===== src/rtl/conv_frame_sequencer.sv =====
// Frame-level sequencer for the padded 3x3 convolution line buffer: latches geometry,
// feeds pixels (with optional zero rows top/bottom), drains the pipeline and counts windows.
module conv_frame_sequencer #(
    parameter int DATA_WIDTH    = 8,
    parameter int BUFFER_LENGTH = 2000,
    parameter int KERNEL_SIZE   = 3,
    parameter int DRAIN_CYCLES  = 4,
    localparam int W            = $clog2(BUFFER_LENGTH)
) (
    input  logic                  clk,
    input  logic                  rst_n,
    input  logic                  start,
    input  logic [W-1:0]          cfg_cols,
    input  logic [W-1:0]          cfg_rows,
    input  logic                  pad_en,
    input  logic                  s_valid,
    input  logic [DATA_WIDTH-1:0] s_data,
    output logic                  s_ready,
    input  logic                  stall,
    output logic [DATA_WIDTH-1:0] buf_in_point,
    output logic                  buf_valid_in,
    output logic [W-1:0]          buf_frame_column_size,
    output logic [W-1:0]          buf_frame_row_size,
    input  logic                  buf_valid_out,
    output logic                  busy,
    output logic                  done,
    output logic                  err_cfg,
    output logic [2*W-1:0]        win_count
);
    localparam int DCW = $clog2(DRAIN_CYCLES + 1);
    localparam logic [W-1:0] MIN_DIM  = W'(KERNEL_SIZE);
    localparam logic [W-1:0] MAX_COLS = W'(BUFFER_LENGTH);
    localparam logic [W-1:0] MAX_ROWS = W'(BUFFER_LENGTH - 3);
    localparam logic [DCW-1:0] DRAIN_LAST = DCW'(DRAIN_CYCLES - 1);

    typedef enum logic [2:0] {IDLE, TOP_PAD, STREAM, BOT_PAD, DRAIN, DONE} state_t;

    state_t                state_q, state_d;
    logic [W-1:0]          cols_q, cols_d;
    logic [W-1:0]          rows_q, rows_d;
    logic [W-1:0]          row_size_q, row_size_d;
    logic                  pad_q, pad_d;
    logic [W-1:0]          col_cnt_q, col_cnt_d;
    logic [W-1:0]          row_cnt_q, row_cnt_d;
    logic [DCW-1:0]        drain_cnt_q, drain_cnt_d;
    logic [DATA_WIDTH-1:0] pix_q, pix_d;
    logic                  push_q, push_d;
    logic                  err_q, err_d;
    logic [2*W-1:0]        win_q, win_d;

    logic cfg_legal, accept, last_col, last_row;

    always_ff @(posedge clk or negedge rst_n) begin
        if (!rst_n) begin
            state_q     <= IDLE;
            cols_q      <= '0;
            rows_q      <= '0;
            row_size_q  <= '0;
            pad_q       <= 1'b0;
            col_cnt_q   <= '0;
            row_cnt_q   <= '0;
            drain_cnt_q <= '0;
            pix_q       <= '0;
            push_q      <= 1'b0;
            err_q       <= 1'b0;
            win_q       <= '0;
        end else begin
            state_q     <= state_d;
            cols_q      <= cols_d;
            rows_q      <= rows_d;
            row_size_q  <= row_size_d;
            pad_q       <= pad_d;
            col_cnt_q   <= col_cnt_d;
            row_cnt_q   <= row_cnt_d;
            drain_cnt_q <= drain_cnt_d;
            pix_q       <= pix_d;
            push_q      <= push_d;
            err_q       <= err_d;
            win_q       <= win_d;
        end
    end

    assign cfg_legal = (cfg_cols >= MIN_DIM) && (cfg_cols <= MAX_COLS) &&
                       (cfg_rows >= MIN_DIM) && (cfg_rows <= MAX_ROWS);
    assign s_ready   = (state_q == STREAM) && !stall;
    assign accept    = s_valid && s_ready;
    assign last_col  = (col_cnt_q == cols_q - W'(1));
    assign last_row  = (row_cnt_q == rows_q - W'(1));

    always_comb begin
        state_d     = state_q;
        cols_d      = cols_q;
        rows_d      = rows_q;
        row_size_d  = row_size_q;
        pad_d       = pad_q;
        col_cnt_d   = col_cnt_q;
        row_cnt_d   = row_cnt_q;
        drain_cnt_d = drain_cnt_q;
        pix_d       = '0;
        push_d      = 1'b0;
        err_d       = 1'b0;
        win_d       = win_q;

        // Windows are counted through the DONE cycle; IDLE holds the last frame's total.
        if (state_q != IDLE && buf_valid_out && win_q != '1)
            win_d = win_q + (2*W)'(1);

        case (state_q)
            IDLE: begin
                if (start) begin
                    if (cfg_legal) begin
                        cols_d      = cfg_cols;
                        rows_d      = cfg_rows;
                        pad_d       = pad_en;
                        row_size_d  = cfg_rows + (pad_en ? W'(2) : W'(0));
                        win_d       = '0;
                        col_cnt_d   = '0;
                        row_cnt_d   = '0;
                        drain_cnt_d = '0;
                        state_d     = pad_en ? TOP_PAD : STREAM;
                    end else begin
                        err_d = 1'b1;
                    end
                end
            end
            TOP_PAD, BOT_PAD: begin
                if (!stall) begin
                    push_d = 1'b1;
                    if (last_col) begin
                        col_cnt_d = '0;
                        state_d   = (state_q == TOP_PAD) ? STREAM : DRAIN;
                    end else begin
                        col_cnt_d = col_cnt_q + W'(1);
                    end
                end
            end
            STREAM: begin
                if (accept) begin
                    push_d = 1'b1;
                    pix_d  = s_data;
                    if (last_col) begin
                        col_cnt_d = '0;
                        if (last_row) begin
                            row_cnt_d = '0;
                            state_d   = pad_q ? BOT_PAD : DRAIN;
                        end else begin
                            row_cnt_d = row_cnt_q + W'(1);
                        end
                    end else begin
                        col_cnt_d = col_cnt_q + W'(1);
                    end
                end
            end
            DRAIN: begin
                if (!stall) begin
                    if (drain_cnt_q == DRAIN_LAST) begin
                        drain_cnt_d = '0;
                        state_d     = DONE;
                    end else begin
                        drain_cnt_d = drain_cnt_q + DCW'(1);
                    end
                end
            end
            DONE:    state_d = IDLE;
            default: state_d = IDLE;
        endcase
    end

    assign buf_in_point          = pix_q;
    assign buf_valid_in          = push_q;
    assign buf_frame_column_size = cols_q;
    assign buf_frame_row_size    = row_size_q;
    assign busy                  = (state_q != IDLE) && (state_q != DONE);
    assign done                  = (state_q == DONE);
    assign err_cfg               = err_q;
    assign win_count             = win_q;
endmodule


===== config.mk =====
export PLATFORM = sky130hd
export DESIGN_NAME = conv_frame_sequencer
export DESIGN_NICKNAME = d
export VERILOG_FILES = /design/src/rtl/conv_frame_sequencer.sv
export SDC_FILE = /design/constraint.sdc
export NUM_CORES = 1
export LEC_CHECK = 0
export BUFFER_PORTS_ARGS = -buffer_cell sky130_fd_sc_hd__clkbuf_2
export CAP_MARGIN = 20
export CORE_UTILIZATION = 60
export CTS_BUF_LIST = sky130_fd_sc_hd__clkbuf_8
export DETAILED_ROUTE_END_ITERATION = 12
export PLACE_DENSITY = 0.95
export SLEW_MARGIN = 30
export SYNTH_ARGS = -nofsm -noshare
export SYNTH_HDL_FRONTEND = slang
export SYNTH_SLANG_ARGS = --single-unit

===== constraint.sdc =====
create_clock -name clk -period 6.08 [get_ports clk]
set_input_delay 0.608 -clock clk [delete_from_list [all_inputs] [get_ports clk]]
set_output_delay 0.608 -clock clk [all_outputs]
set_load 0.02 [all_outputs]

==> results by group <==
STA
  • Clk_skew: 13.7 ps
  • Slew Viols, Final: 0
  • F_max: 304 MHz
  • Final setup fails: 0
  • Minimum clock period: 3290 ps
  • Max-slew headroom: 57.2%
  • Setup TNS: 0 ps
  • Worst-margin pin slew: 641 ps
  • RSZ-0062 raised after global routing: no
  • Final Hold Fails: 0
  • Tcrit/Tclk final: 54.1%

Flow run
  • Max Cap Viol: 0

Route
  • Antenna violation net count after detailed routing: 0
  • WL/cell: 16.8 um
  • DRT iter0 DRCs: 492
  • Drt drc: 0
  • DR pass1 iterations: 5
  • Vias: 4865
  • Avg Vias per Cell: 6.15
  • Routed wire length: 13300 um

Global routing
  • Largest net degree at the start of global routing: 71
  • First-pass GRT wire length: 21900 um
  • GR Util All Layers: 28.5%
  • Number of global-route vias before repair: 4554
  • GR Overflow Total: 0
  • Initial antenna violation count: 0

Critical path
  • CP Data Arrival Time: 3590 ps
  • CP Capture Type: register
  • Worst setup path class: reg2reg
  • Beginning of the critical path: buf_frame_column_size[0]
  • Critical path required time: 6380 ps
  • R2r worst-path depth: 9
  • Reg-to-reg endpoint: col_cnt_q[0]
  • Worst-path fanout max: 13
  • Worst R2R Start: buf_frame_column_size[0]
  • Flop2flop setup slack: 2790 ps
  • CP Launch Type: register

Synthesis
  • Yosys cell types: 73
  • Most frequent cells after synthesis: dfrtp_1, nand2_1, nor2_1
  • Synth warn: 0
  • Seq/Total Area, Yosys: 43.1%
  • Post-synth top area share: 43.1%
  • Synth Net Count: 640
  • Most used DFF post-synth: dfrtp_1
  • Mapped Area: 5400 um^2
  • #FFs+latches synth: 93
  • Post-synth top area cell: dfrtp_1
  • Synth area leaders: dfrtp_1, nand2_1, xnor2_1, xor2_1, nor2_1
  • Cells after synthesis: 595
  • Most common cell in the netlist: dfrtp_1
  • Post-synth EDFFs: 0
  • Avg Inst Size Synth: 9.07 um^2
  • Async set-reset flop share out of synthesis: 100%

Floorplan
  • Die width: 96.8 um
  • Core area: 8720 um^2
  • # IOs: 94
  • Die area: 9380 um^2
  • Die H: 96.8 um
  • Initial core utilization: 61.9%
  • Row cnt: 34

Power and ir drop
  • PD cells: 427 nW/um^2
  • Static leakage: 0.00292 uW
  • Peak supply drop: 0.000305 V

CTS
  • # clock sinks: 93
  • Post-cts resize count: 0
  • Clock latency on the worst-skew pair: 370 ps
  • CTS Buffer Depth: 2
  • Clock root cell: clkbuf_8
  • # Post-CTS Setup Buffers: 0
  • H-tree Lvls: 3
  • Total CTS buffers: 9
  • CTS tree: yes
  • Clk slew on worst S/H paths: 100 ps
  • Cts hold-fix bufs: 0

Placed design
  • Final HPWL DP: 9540 um
  • GP Congestion: 0.889
  • Placed Area: 5910 um^2
  • Buffers on Ports: 93

Cells and area
  • Layout cells sized above 1: 20.6%
  • Diodes inserted: 0
  • Cell area after layout: 6140 um^2
  • Area Growth Syn to Fin: 13.7%
  • Nets: 723
  • Finished Core Util: 70.4%

Worst hold path
  • Worst Hold Class: in2async

Run status
  • Status: completed
==> critical path, stage by stage, from the launching register on <==
cell and delay [ps]:
dfrtp_1 450, inv_1 110, ha_1 370, or4b_1 480, or4_1 470, xnor2_1 160
and3_4 190, a211o_4 400, nor2_2 370, mux2_2 240
==> worst max-delay path by stage <==
| stage | depth (start not counted) | end | slack, ps |
|---|---|---|---|
| floorplan | 9 | state_q[0] | 3310 |
| global placement | 7 | buf_frame_row_size[2] | 2860 |
| detailed placement | 7 | buf_frame_row_size[2] | 2700 |
| CTS | 9 | col_cnt_q[0] | 2850 |
| global route | 9 | col_cnt_q[0] | 2630 |
| finish | 9 | col_cnt_q[0] | 2790 |
==> per-layer routing <==
metal | track usage [%] | vias to the layer above | part of all wire (%)
li1 | - | 2275 | -
met1 | 37.2 | 2328 | 42
met2 | 47.8 | 229 | 50
met3 | 4.41 | 33 | 6.3
met4 | 11.1 | 0 | 2.4
met5 | 0 | - | 0
==> flip-flops by register name (all words and copies together) (netlist names) <==
| signal | flops |
|---|---|
| pad_q | 1 |
| buf_frame_column_size | 11 |
| state_q | 3 |
| drain_cnt_q | 3 |
| buf_valid_in | 1 |
| win_count | 22 |
| rows_q | 11 |
| buf_in_point | 8 |
| err_cfg | 1 |
| row_cnt_q | 11 |
| col_cnt_q | 11 |
| buf_frame_row_size | 10 |
==> per-stage QoR <==
step                      total power, uW  setup slack (ps)  hold slack [ps]  std cells
after floorplan                      1860              3310              312        595
after global placement               2100              2860              489        774
after detailed placement             2190              2700              503        774
after CTS                            2600              2850              133        790
after global routing                 2780              2630              141        791
final                                2620              2790              132        791
==> kinds of logic after synthesis <==
group / after synthesis / share of synthesized area, %
and+or+nand+nor: 289 / 27.5
DFF: 93 / 43.1
buffers and inverters: 44 / 3.59
adders and majority gates: 8 / 1.85
muxes: 6 / 1.23
xor gates and xnor gates: 50 / 8.11
AOI/OAI and AO/OA: 105 / 14.6
==> placed cells by master, fill, tap and decap left out, types with 9 or more instances in the layout <==
cell type	instances
inv_1	19
nor4_1	12
a22o_1	13
o2bb2ai_1	10
o21ai_0	20
nand3_1	19
a21oi_1	14
nor2_1	56
nor3_1	14
clkbuf_2	92
and3_1	18
dfrtp_1	93
nand2_1	89
nor2b_1	13
nand4_1	13
clkbuf_8	9
xor2_1	25
xnor2_1	25
==> area by class of cell <==
class / count / area, um^2
sequential: 93 / 2330
multi-input combinational: 458 / 2890
fill: 625 / 2580
clock buffer: 9 / 124
clock inverter: 7 / 67.6
timing repair buffer: 97 / 518
inverter: 19 / 71.3
tap: 108 / 135
==> power by group <==
group / total [uW] / leakage [uW] / internal [uW] / switching (uW)
Clock: 408 / 0.0000989 / 159 / 249
Combinational: 1200 / 0.00161 / 470 / 731
Sequential: 1010 / 0.00122 / 776 / 234
No activity file was read; power rests on OpenSTA's default activity.
